**config.mk**
```make
export PLATFORM = sky130hd
export DESIGN_NAME = rpn_sequencer
export DESIGN_NICKNAME = d
export VERILOG_FILES = /design/src/rtl/rpn_sequencer.sv
export SDC_FILE = /design/constraint.sdc
export NUM_CORES = 1
export LEC_CHECK = 0
export BUFFER_PORTS_ARGS = -buffer_cell sky130_fd_sc_hd__buf_2
export CAP_MARGIN = 20
export CORE_UTILIZATION = 50
export CTS_CLUSTER_SIZE = 16
export DETAILED_ROUTE_END_ITERATION = 7
export PLACE_DENSITY = 0.73
export SKIP_CTS_REPAIR_TIMING = 1
export SKIP_LAST_GASP = 1
export SYNTH_ARGS = -nofsm -noshare
export SYNTH_HDL_FRONTEND = slang
export SYNTH_SLANG_ARGS = --single-unit
```
**constraint.sdc**
```tcl
create_clock -name clk -period 7 [get_ports clk]
set_input_delay 1.05 -clock clk [delete_from_list [all_inputs] [get_ports clk]]
set_output_delay 1.05 -clock clk [all_outputs]
set_load 0.02 [all_outputs]
```
**src/rtl/rpn_sequencer.sv**
```systemverilog
`default_nettype none
// ============================================================================
//  Module   : rpn_sequencer
//  Purpose  : Reverse-Polish token sequencer driving a 16-entry byte stack.
//             Accepts operand/operator tokens over valid/ready, sequences all
//             stack push/pop strobes, runs the 8-bit ALU and emits results
//             and error codes.
//  Ports    : clk, reset            - clock, synchronous active-high reset
//             tok_valid/tok_ready   - token handshake
//             tok_is_op, tok_data   - token kind and operand / opcode[2:0]
//             stk_push, stk_pop     - registered stack strobes
//             stk_data_in           - byte pushed with stk_push
//             stk_data_out          - stack popped data (STK_LAT after strobe)
//             stk_error             - stack over/underflow flag
//             res_valid, res_data   - one-cycle result pulse, held data
//             err, err_code         - one-cycle error pulse with code
//  Revision : 1.0 - initial release
// ============================================================================
module rpn_sequencer #(
    parameter int STK_LAT = 2
) (
    input  logic       clk,
    input  logic       reset,
    input  logic       tok_valid,
    output logic       tok_ready,
    input  logic       tok_is_op,
    input  logic [7:0] tok_data,
    output logic       stk_push,
    output logic       stk_pop,
    output logic [7:0] stk_data_in,
    input  logic [7:0] stk_data_out,
    input  logic       stk_error,
    output logic       res_valid,
    output logic [7:0] res_data,
    output logic       err,
    output logic [1:0] err_code
);

    // WAIT lasts STK_LAT-1 cycles; the counter is loaded with STK_LAT-2.
    localparam int       c_CNT_W     = (STK_LAT > 2) ? $clog2(STK_LAT - 1) : 1;

    localparam logic [2:0] c_OP_ADD  = 3'b000;
    localparam logic [2:0] c_OP_SUB  = 3'b001;
    localparam logic [2:0] c_OP_AND  = 3'b010;
    localparam logic [2:0] c_OP_XOR  = 3'b011;
    localparam logic [2:0] c_OP_OUT  = 3'b100;

    localparam logic [1:0] c_ERR_UNDER = 2'b01;
    localparam logic [1:0] c_ERR_OVER  = 2'b10;
    localparam logic [1:0] c_ERR_ILL   = 2'b11;

    typedef enum logic [1:0] {
        S_IDLE  = 2'd0,
        S_STRB  = 2'd1,
        S_WAIT  = 2'd2,
        S_CHECK = 2'd3
    } state_t;

    typedef enum logic [1:0] {
        PH_POP_A = 2'd0,
        PH_POP_B = 2'd1,
        PH_PUSH  = 2'd2,
        PH_EMIT  = 2'd3
    } phase_t;

    state_t             r_state, w_state_nx;
    phase_t             r_phase, w_phase_nx;
    logic [c_CNT_W-1:0] r_cnt,   w_cnt_nx;
    logic [2:0]         r_op,    w_op_nx;
    logic [7:0]         r_a,     w_a_nx;
    logic               r_push,  w_push_nx;
    logic               r_pop,   w_pop_nx;
    logic [7:0]         r_data_in,   w_data_in_nx;
    logic               r_res_valid, w_res_valid_nx;
    logic [7:0]         r_res_data,  w_res_data_nx;
    logic               r_err,       w_err_nx;
    logic [1:0]         r_err_code,  w_err_code_nx;

    logic               w_accept;
    logic [7:0]         w_alu;

    // Ready drops while a result or error pulse is on the bus so that a
    // completion and a new acceptance never share a cycle.
    assign tok_ready = (r_state == S_IDLE) && !r_res_valid && !r_err && !reset;
    assign w_accept  = tok_valid && tok_ready;

    // B is the second popped operand and is consumed straight from the
    // stack read port in the POP_B check cycle; A was captured earlier.
    always_comb begin
        w_alu = 8'h00;
        case (r_op)
            c_OP_ADD: w_alu = stk_data_out + r_a;
            c_OP_SUB: w_alu = stk_data_out - r_a;
            c_OP_AND: w_alu = stk_data_out & r_a;
            c_OP_XOR: w_alu = stk_data_out ^ r_a;
            default:  w_alu = 8'h00;
        endcase
    end

    always_comb begin
        w_state_nx     = r_state;
        w_phase_nx     = r_phase;
        w_cnt_nx       = r_cnt;
        w_op_nx        = r_op;
        w_a_nx         = r_a;
        w_push_nx      = 1'b0;
        w_pop_nx       = 1'b0;
        w_data_in_nx   = r_data_in;
        w_res_valid_nx = 1'b0;
        w_res_data_nx  = r_res_data;
        w_err_nx       = 1'b0;
        w_err_code_nx  = 2'b00;

        case (r_state)
            S_IDLE: begin
                if (w_accept) begin
                    if (!tok_is_op) begin
                        w_phase_nx   = PH_PUSH;
                        w_push_nx    = 1'b1;
                        w_data_in_nx = tok_data;
                        w_state_nx   = S_STRB;
                    end else if (tok_data[2:0] > c_OP_OUT) begin
                        // Illegal opcode: consumed without touching the stack.
                        w_err_nx      = 1'b1;
                        w_err_code_nx = c_ERR_ILL;
                    end else begin
                        w_op_nx    = tok_data[2:0];
                        w_phase_nx = PH_POP_A;
                        w_pop_nx   = 1'b1;
                        w_state_nx = S_STRB;
                    end
                end
            end

            S_STRB: begin
                if (STK_LAT == 1) begin
                    w_state_nx = S_CHECK;
                end else begin
                    w_state_nx = S_WAIT;
                    w_cnt_nx   = c_CNT_W'(STK_LAT - 2);
                end
            end

            S_WAIT: begin
                if (r_cnt == '0) begin
                    w_state_nx = S_CHECK;
                end else begin
                    w_cnt_nx = r_cnt - 1'b1;
                end
            end

            S_CHECK: begin
                w_state_nx = S_IDLE;
                case (r_phase)
                    PH_PUSH: begin
                        if (stk_error) begin
                            w_err_nx      = 1'b1;
                            w_err_code_nx = c_ERR_OVER;
                        end
                    end
                    PH_POP_A: begin
                        if (stk_error) begin
                            w_err_nx      = 1'b1;
                            w_err_code_nx = c_ERR_UNDER;
                        end else if (r_op == c_OP_OUT) begin
                            w_a_nx         = stk_data_out;
                            w_res_valid_nx = 1'b1;
                            w_res_data_nx  = stk_data_out;
                            w_phase_nx     = PH_EMIT;
                        end else begin
                            w_a_nx     = stk_data_out;
                            w_phase_nx = PH_POP_B;
                            w_pop_nx   = 1'b1;
                            w_state_nx = S_STRB;
                        end
                    end
                    PH_POP_B: begin
                        // Underflow here drops A: nothing is pushed back.
                        if (stk_error) begin
                            w_err_nx      = 1'b1;
                            w_err_code_nx = c_ERR_UNDER;
                        end else begin
                            w_data_in_nx = w_alu;
                            w_push_nx    = 1'b1;
                            w_phase_nx   = PH_PUSH;
                            w_state_nx   = S_STRB;
                        end
                    end
                    default: begin
                        w_state_nx = S_IDLE;
                    end
                endcase
            end

            default: begin
                w_state_nx = S_IDLE;
            end
        endcase
    end

    always_ff @(posedge clk) begin
        if (reset) begin
            r_state     <= S_IDLE;
            r_phase     <= PH_POP_A;
            r_cnt       <= '0;
            r_op        <= 3'b000;
            r_a         <= 8'h00;
            r_push      <= 1'b0;
            r_pop       <= 1'b0;
            r_data_in   <= 8'h00;
            r_res_valid <= 1'b0;
            r_res_data  <= 8'h00;
            r_err       <= 1'b0;
            r_err_code  <= 2'b00;
        end else begin
            r_state     <= w_state_nx;
            r_phase     <= w_phase_nx;
            r_cnt       <= w_cnt_nx;
            r_op        <= w_op_nx;
            r_a         <= w_a_nx;
            r_push      <= w_push_nx;
            r_pop       <= w_pop_nx;
            r_data_in   <= w_data_in_nx;
            r_res_valid <= w_res_valid_nx;
            r_res_data  <= w_res_data_nx;
            r_err       <= w_err_nx;
            r_err_code  <= w_err_code_nx;
        end
    end

    assign stk_push    = r_push;
    assign stk_pop     = r_pop;
    assign stk_data_in = r_data_in;
    assign res_valid   = r_res_valid;
    assign res_data    = r_res_data;
    assign err         = r_err;
    assign err_code    = r_err_code;

endmodule
`default_nettype wire

```
==> impl_metrics.toml <==
[status]
outcome = "completed"

[worst_setup_path]
cp.required_ns = 5.95
cpLargestDelayFamily = "buffers and inverters"
critical_path_class = "primary input to output pin"
cpMostUsedCell = "buf_2"
critPathMaxFanout = 35
max_stage_delay_ns = 0.52
slowest_stage = "buf_2"
path_cells = "buf_2 -> nor3_4 -> and2_1 -> buf_2"
critPathCaptureType = "output pin"
path_buf_inv = 2
cp-start-kind = "primary input"
worst_ep_arrival_time_ns = 2.05

[routing]
ant_nets = 0
first_pass_iters = 5
routed_wirelength_mm = 4.748
drtIter0Drc = 166
post-route-drc-count = 0
vias = 1935
post_drt_via_cell_ratio = 5.390
avgRoutedWirePerCell_um = 13.23

[logic_synthesis]
ys_seq_area_share_pct = 32.16
syn_avg_cell_area_um2 = 8.627
synth_area_um2 = 2303
ys_ff_latch = 37
syn_inst = 267
async_flop_share_pct = 0
synth_edf_count = 0
syn_nets = 307
synth_flop_cell = "dfxtp_1"
synth_cell_types = 47
ys_warn_count = 0

[cells_and_area]
post-route-util_pct = 59.08
nNetsFinal = 346
stdcell_count = 359
seqCellArea_um2 = 740.7
n_antenna_cell = 0
area_growth_pct = 12.44
multi_input_area_um2 = 1430
layout-drive-gt1-share_pct = 21.17
n_fill_cell = 405
final_area_um2 = 2590

[floorplanning]
dieArea_um2 = 4883
core_um2 = 4384
num_rows = 24
start_util_pct = 52.54
die-height_um = 69.88
die_w_um = 69.88
ios = 44

[clock_network]
htreeDepth = 2
numCtsBuffers = 5
ctsLongestPathBuffers = 2
clock-sinks = 37
clkLatencyLatePin_ns = 0.29
cts.clk_slew.worst_paths_ns = 0.07
root_buffer = "clkbuf_8"
tritoncts = "built"

[power]
vdd_drop_max_mv = 0.1913
p_leak_nw = 1.120
p_per_area_nw_per_um2 = 247.7
power_mw = 0.6416

[sta]
rsz0062_at_grt = "no"
slew_violations = 0
period_share_pct = 44.22
setup-violations-final = 0
period_needed_ns = 3.096
worstMarginPinSlew_ns = 0.8840
fmax_mhz = 323.0
slew_headroom_pct = 40.57
fin_skew_ns = 0.006132
tns_ns = 0
hold_viol = 0

[place]
hpwl_mm = 3.736
place_inst = 351
io_buffers = 43
gp_congestion = 0.8414
dpl_cell_area_um2 = 2504

[global_routing]
grt_pass1_wl_mm = 8.335
grt_pass1_vias = 1797
overflow = 0
antenna_found_initial = 0
grt_start_max_net_pins = 36
grt_use_total_pct = 21.23

[flow_run]
cap_violations = 0

[min_path]
hold_path_class = "flip-flop to flip-flop"
## cell usage in the layout, fill, tap and decap left out, drive strengths merged, types with 10 or more instances in the layout
cell type and count:
a21oi 20, buf 43, dfxtp 37, ha 18
inv 14, mux2i 19, nand2 36, nor2 34
o21ai 10, xnor2 10
## stage by stage
stage / hold slack, ns / setup WS (ns)
after floorplan: 0.4660 / 4.287
after global placement: 0.4739 / 3.912
after detailed placement: 0.4854 / 3.883
after CTS: 0.5001 / 3.885
after global routing: 0.5299 / 3.650
final: 0.4965 / 3.904
## worst paths after layout
kind                                      from             end  slack [ns]  cells after the start
worst max register to register         r_op[0]  stk_data_in[6]        3.90                      9
worst min register to register  stk_data_in[4]  stk_data_in[4]        0.50                      2
worst min-delay path            stk_data_in[4]  stk_data_in[4]        0.50                      2
worst max-delay path                     reset       tok_ready        3.90                      4
## worst min-delay path: cells and delay by family (launching register included)
kind	cells	cell delay [ns]
flip-flops	1	0.31
AND/OR/NAND/NOR	1	0.09
AO/OA/AOI/OAI	1	0.05
## layout make-up
cell class | count | share of cell area [%]
Inverter | 14 | 2.029
Sequential cell | 37 | 28.60
Multi-Input combinational cell | 205 | 55.22
Clock buffer | 5 | 2.657
Clock inverter | 3 | 0.6763
Timing Repair Buffer | 43 | 8.309
Tap cell | 52 | 2.512
## power by group
group	switching [mW]	internal, mW	leakage (nW)	total, mW
registers	0.0187	0.239	0.300	0.257
clock network	0.0786	0.0687	0.0439	0.147
logic	0.141	0.0965	0.776	0.237
## flip-flops by register name, indices dropped and copies added, names as in the netlist
name / flops
stk_push: 1
stk_pop: 1
r_state: 2
r_phase: 2
err_code: 2
r_a: 8
res_valid: 1
r_op: 3
res_data: 8
stk_data_in: 8
err: 1
## cells by family (layout without fill, tap and decap cells)
kind of cell / count (synthesis) / in the layout / share of synthesized area (%)
compound gates: 62 / 62 / 18.63
xor+xnor: 11 / 11 / 4.182
fa+ha+maj: 19 / 19 / 10.65
buf+inv: 25 / 65 / 5.757
flops: 37 / 37 / 32.16
mux: 21 / 21 / 9.234
simple gates: 92 / 92 / 19.39
## cells in the mapped netlist (all sizes together), types with 4 or more instances
cell,count,area (um2)
nor3,4,36.29
nor2,34,143.9
buf,6,61.30
inv,14,52.55
o211ai,5,37.54
dfxtp,37,740.7
a21oi,20,100.1
o21ai,10,50.05
a211oi,5,55.05
mux2i,19,190.2
a21boi,5,37.54
nand3,4,20.02
xnor2,10,87.58
clkbuf,5,18.77
ha,18,225.2
nand2,36,137.6
## layer usage
layer / vias to the layer above / GRT usage (%) / wire (um) / part of all wire, %
met5: - / 0 / 0 / 0
met4: 0 / 8.444 / 56 / 1.2
met3: 6 / 3.608 / 196 / 4.1
met2: 43 / 33.12 / 2168 / 46
met1: 884 / 29.18 / 2327 / 49
li1: 1002 / - / - / -
Note: power is estimated with default switching activity, not from simulation.
